$ cat src/rtl/blu_pkg.sv
// Shared opcodes and stage bundles for the bitwise logic unit.
// Imported by blu_logic_core, bitwise_logic_unit and the bench.
package blu_pkg;

  localparam logic [2:0] OP_AND   = 3'd0;
  localparam logic [2:0] OP_OR    = 3'd1;
  localparam logic [2:0] OP_XOR   = 3'd2;
  localparam logic [2:0] OP_XNOR  = 3'd3;
  localparam logic [2:0] OP_NAND  = 3'd4;
  localparam logic [2:0] OP_NOR   = 3'd5;
  localparam logic [2:0] OP_NOTA  = 3'd6;
  localparam logic [2:0] OP_PASSB = 3'd7;

  typedef struct packed {
    logic [2:0] op;
    logic       acc_mode;
  } s1_ctrl_t;

  function automatic string op_name(input logic [2:0] op);
    case (op)
      OP_AND:   return "AND";
      OP_OR:    return "OR";
      OP_XOR:   return "XOR";
      OP_XNOR:  return "XNOR";
      OP_NAND:  return "NAND";
      OP_NOR:   return "NOR";
      OP_NOTA:  return "NOTA";
      default:  return "PASSB";
    endcase
  endfunction

endpackage

$ cat src/rtl/blu_logic_core.sv
// Combinational bitwise operator: f = op(op_a, b).
// Shared by stage 2 of bitwise_logic_unit; testable on its own.
module blu_logic_core
  import blu_pkg::*;
#(
  parameter int WIDTH = 8
) (
  input  logic [2:0]       op,
  input  logic [WIDTH-1:0] op_a,
  input  logic [WIDTH-1:0] b,
  output logic [WIDTH-1:0] f
);

  always_comb begin
    f = '0;
    unique case (op)
      OP_AND:   f = op_a & b;
      OP_OR:    f = op_a | b;
      OP_XOR:   f = op_a ^ b;
      OP_XNOR:  f = ~(op_a ^ b);
      OP_NAND:  f = ~(op_a & b);
      OP_NOR:   f = ~(op_a | b);
      OP_NOTA:  f = ~op_a;
      OP_PASSB: f = b;
    endcase
  end

endmodule

$ cat src/rtl/bitwise_logic_unit.sv
// Two-stage valid/ready bitwise logic unit with accumulator.
// BITWISE_LOGIC_UNIT_REDUCE_EN adds registered red_and/red_or/red_xor.
module bitwise_logic_unit
  import blu_pkg::*;
#(
  parameter int               WIDTH    = 8,
  parameter logic [WIDTH-1:0] ACC_INIT = '0
) (
  input  logic             clk,
  input  logic             rst,
  input  logic             in_valid,
  output logic             in_ready,
  input  logic [2:0]       op,
  input  logic             acc_mode,
  input  logic             acc_clr,
  input  logic [WIDTH-1:0] a,
  input  logic [WIDTH-1:0] b,
  output logic             out_valid,
  input  logic             out_ready,
  output logic [WIDTH-1:0] res,
  output logic             zero,
  output logic [WIDTH-1:0] acc
`ifdef BITWISE_LOGIC_UNIT_REDUCE_EN
  ,
  output logic             red_and,
  output logic             red_or,
  output logic             red_xor
`endif
);

  logic             s1_valid_q, s1_valid_d;
  s1_ctrl_t         s1_ctrl_q, s1_ctrl_d;
  logic [WIDTH-1:0] s1_a_q, s1_a_d;
  logic [WIDTH-1:0] s1_b_q, s1_b_d;
  logic             out_valid_q, out_valid_d;
  logic [WIDTH-1:0] res_q, res_d;
  logic             zero_q, zero_d;
  logic [WIDTH-1:0] acc_q, acc_d;

  logic             advance;
  logic             accept;
  logic [WIDTH-1:0] op_a;
  logic [WIDTH-1:0] f;

  assign advance  = s1_valid_q && (!out_valid_q || out_ready);
  assign in_ready = !s1_valid_q || advance;
  assign accept   = in_valid && in_ready;
  assign op_a     = s1_ctrl_q.acc_mode ? acc_q : s1_a_q;

  blu_logic_core #(
    .WIDTH(WIDTH)
  ) u_core (
    .op  (s1_ctrl_q.op),
    .op_a(op_a),
    .b   (s1_b_q),
    .f   (f)
  );

  always_comb begin
    s1_valid_d  = s1_valid_q;
    s1_ctrl_d   = s1_ctrl_q;
    s1_a_d      = s1_a_q;
    s1_b_d      = s1_b_q;
    out_valid_d = out_valid_q;
    res_d       = res_q;
    zero_d      = zero_q;
    acc_d       = acc_q;

    if (accept) begin
      s1_valid_d         = 1'b1;
      s1_ctrl_d.op       = op;
      s1_ctrl_d.acc_mode = acc_mode;
      s1_a_d             = a;
      s1_b_d             = b;
    end else if (advance) begin
      s1_valid_d = 1'b0;
    end

    if (advance) begin
      out_valid_d = 1'b1;
      res_d       = f;
      zero_d      = (f == '0);
    end else if (out_valid_q && out_ready) begin
      out_valid_d = 1'b0;
    end

    // A chained result beats a simultaneous clear.
    if (advance && s1_ctrl_q.acc_mode) begin
      acc_d = f;
    end else if (acc_clr) begin
      acc_d = ACC_INIT;
    end
  end

  always_ff @(posedge clk) begin
    if (rst) begin
      s1_valid_q  <= 1'b0;
      s1_ctrl_q   <= '0;
      s1_a_q      <= '0;
      s1_b_q      <= '0;
      out_valid_q <= 1'b0;
      res_q       <= '0;
      zero_q      <= 1'b1;
      acc_q       <= ACC_INIT;
    end else begin
      s1_valid_q  <= s1_valid_d;
      s1_ctrl_q   <= s1_ctrl_d;
      s1_a_q      <= s1_a_d;
      s1_b_q      <= s1_b_d;
      out_valid_q <= out_valid_d;
      res_q       <= res_d;
      zero_q      <= zero_d;
      acc_q       <= acc_d;
    end
  end

  assign out_valid = out_valid_q;
  assign res       = res_q;
  assign zero      = zero_q;
  assign acc       = acc_q;

`ifdef BITWISE_LOGIC_UNIT_REDUCE_EN
  logic red_and_q, red_and_d;
  logic red_or_q,  red_or_d;
  logic red_xor_q, red_xor_d;

  always_comb begin
    red_and_d = red_and_q;
    red_or_d  = red_or_q;
    red_xor_d = red_xor_q;
    if (advance) begin
      red_and_d = &f;
      red_or_d  = |f;
      red_xor_d = ^f;
    end
  end

  always_ff @(posedge clk) begin
    if (rst) begin
      red_and_q <= 1'b0;
      red_or_q  <= 1'b0;
      red_xor_q <= 1'b0;
    end else begin
      red_and_q <= red_and_d;
      red_or_q  <= red_or_d;
      red_xor_q <= red_xor_d;
    end
  end

  assign red_and = red_and_q;
  assign red_or  = red_or_q;
  assign red_xor = red_xor_q;
`endif

endmodule

$ cat config.mk
export PLATFORM = sky130hd
export DESIGN_NAME = bitwise_logic_unit
export DESIGN_NICKNAME = d
export VERILOG_FILES = /design/src/rtl/blu_pkg.sv /design/src/rtl/blu_logic_core.sv /design/src/rtl/bitwise_logic_unit.sv
export SDC_FILE = /design/constraint.sdc
export NUM_CORES = 1
export LEC_CHECK = 0
export ABC_AREA = 1
export ABC_CLOCK_PERIOD_IN_PS = 2170
export CORE_UTILIZATION = 30
export CTS_BUF_LIST = sky130_fd_sc_hd__clkbuf_4
export DETAILED_ROUTE_END_ITERATION = 16
export GPL_TIMING_DRIVEN = 0
export PLACE_DENSITY = 0.53
export SLEW_MARGIN = 0
export SYNTH_ARGS = -nofsm -noshare
export SYNTH_HDL_FRONTEND = slang
export SYNTH_HIERARCHICAL = 1
export SYNTH_SLANG_ARGS = --single-unit
$ cat constraint.sdc
create_clock -name clk -period 2.17 [get_ports clk]
set_input_delay 0.434 -clock clk [delete_from_list [all_inputs] [get_ports clk]]
set_output_delay 0.434 -clock clk [all_outputs]
set_load 0.1 [all_outputs]
==> out/summary.txt <==
Core area - 8260 sq um
Startpoint Class - flip-flop
# Max-Cap Violations - 0
Non-Filler Instances - 518
Initial antenna violation count - 0
Remaining global-route overflow - 0
CTS tree - built
Max Fclk - 480 MHz
Wire length per cell - 13.9 um
Worst-path clk slew - 120 ps
Reg2Reg Setup Slack - 170 ps
DRC - 0
Die area - 8950 sq um
Instance count on the critical path - 1
Chip Width - 94.6 um
Layout cell share with drive strength beyond 1 - 15.7%
Critical Path RT - 1740 ps
Critical path class - flip-flop to output pin
Met3 Use GR - 2.98%
Top-area cell type share of the netlist area - 30.3%
LEAKAGE - 1.54 nW
Largest cells by area after synthesis - dfxtp_1, nor2_1, ha_1, nand4_1, nand2_1
Avg Cell Area, Syn - 7.11 sq um
Outcome - finished, final reports clean
Clk_lat worst skew - 350 ps
First-pass GRT wire length - 11,800 um
CP max stage cell - clkdlybuf4s15_1
DRT antenna net count - 0
Reg2Reg Depth - 11
Worst slew pin tran - 961 ps
Final setup fails - 0
Synthesized instance count - 362
M2 GR Usage - 27.1%
Yosys warnings - 6
Period utilisation layout - 96.0%
Yosys top cell by area - dfxtp_1
Post-synth EDFFs - 0
Cell family with most CP delay - buffers and inverters
Setup TNS - 0 ps
PwrDens - 560 nW/um^2
Clock Skews - 5.45 ps
WHS Path Cells - 2
Final hold viol count - 0
Global placer's final weighted congestion - 0.826
Placed cell count - 510
Area delta synth->final - 25.2%
Initial core utilization - 31.2%
All-Layer GR Usage - 17.3%
Clk buf depth - 2
I/O Pins - 44
DP HPWL - 5370 um
#FFs+latches synth - 39
Async SR Flop Fraction - 0%
Synthesized area - 2570 sq um
# port buffers - 43
Yosys cell types - 29
Routed vias/inst - 4.84
Hold WS - 486 ps
Initial DRC count - 136
Final #Nets - 453
Hold Buf Count CTS - 0
Crit path DAT - 1650 ps
Max-slew violation count - 0
Cts bufs inserted - 5
Via count - 2,508
CTS sink count - 39
1st-pass router iterations - 4
Met1 usage - 24.0%
Routed WL - 7210 um
GRT busiest layer - met2
Relative slew slack - 36.2%
ANT cells - 0
Final Critical Period - 2080 ps
H-Tree Depth - 2
Worst-path fanout max - 3
Worst slack, placed - -430 ps
Sequential area share after synthesis - 30.3%
Syn_nets - 403
Worst Slack Setup Final - 87.9 ps
Vias in the first global route - 2,283
Hold Path Class - flip-flop to flip-flop
Row count - 33
Die Ht - 94.6 um
Largest net degree at the start of global routing - 13
Crit-path max cell delay - 850 ps
Root Driver - clkbuf_4
Main synth FF type - dfxtp_1
RSZ-0062 raised after global routing - no
Worst path cell trace - clkdlybuf4s15_1
VDD IR max - 238 uV
Buf+Inv Stages, Crit Path - 1
Kind of end point of the critical path - output pin
[cells in the final DEF, fill, tap and decap left out, types with 12 or more instances in the layout]
| cell type | n |
|---|---|
| dfxtp_1 | 31 |
| o21ai_0 | 25 |
| a21oi_1 | 12 |
| clkdlybuf4s50_1 | 24 |
| nand4_1 | 32 |
| inv_1 | 36 |
| nand3_1 | 20 |
| nor2_1 | 80 |
| nand2_1 | 44 |
| dlygate4sd2_1 | 17 |
| ha_1 | 16 |
[stage by stage]
stage,area (sq um),utilization (%),power (mW)
2_1_floorplan,2590,-,1.23
3_3_place_gp,3150,38.2,1.41
3_5_place_dp,3150,38.2,1.42
5_1_grt,3220,39.0,1.92
6_report,3220,39.0,1.80
4_1_cts,3190,38.6,1.81
[worst min-delay path, cell delays in order (launching register included)]
cell and delay [ps]:
dfxtp_1 350, a21oi_1 60, nand2_1 50
[final cells by class]
type	count	area, sq um
Tap cell	105	131
Clock buffer	6	45.0
Buffer	20	174
Inverter	40	150
Timing Repair Buffer	43	410
Multi-Input combinational cell	263	1510
Fill cell	895	5030
Sequential cell	39	791
Clock inverter	2	12.5
[cells in the mapped netlist (2+ instances only)]
cell and n:
nor2_1 80, nand3_1 24, buf_4 7, ha_1 16, nand3b_1 8, buf_2 4, a21oi_1 12, nand3_2 2
nand4_1 32, dfxtp_1 39, nand2_2 2, inv_2 4, o21ai_0 26, mux2_2 7, inv_1 36, nand2_1 44
buf_6 7
[sequential cells by signal, summed over array words and instances (netlist names)]
name,cells
acc,8
res,8
zero,1
out_valid,1
s1_a_q,8
s1_valid_q,1
s1_b_q,8
s1_ctrl_q,4
[cells by family (layout without fill, tap and decap cells)]
| family | Yosys count | count (layout) | synth area share [%] |
|---|---|---|---|
| multiplexers | 8 | 8 | 3.65 |
| flip-flops | 39 | 39 | 30.3 |
| AND/OR/NAND/NOR | 201 | 201 | 38.4 |
| buffers and inverters | 60 | 111 | 12.4 |
| adder cells (fa/ha/maj) | 16 | 16 | 7.78 |
| AO/OA/AOI/OAI | 38 | 38 | 7.39 |
[timing repair]
item | 4_1_cts | 5_1_grt
pin swaps | 0 | 2
buffers inserted | 0 | 0
setup endpoints to repair | 19 | 3
resized for setup | 21 | 9
[routing by layer]
layer | wire, um | up-vias | part of all wire, %
met5 | 0 | - | 0
met4 | 58 | 0 | 0.80
met3 | 322 | 4 | 4.5
met2 | 3290 | 57 | 46
met1 | 3540 | 1149 | 49
li1 | - | 1298 | -
[final timing paths]
check,start,endpoint
max reg2reg,s1_ctrl_q[0],zero
max,out_valid,out_valid
min reg2reg,zero,zero
min,zero,zero
[power by group]
group	switching [mW]	internal (mW)	total, mW
Sequential	0.0361	0.760	0.796
Combinational	0.403	0.202	0.604
Clock	0.266	0.138	0.404
No activity file was read; power rests on OpenSTA's default activity.
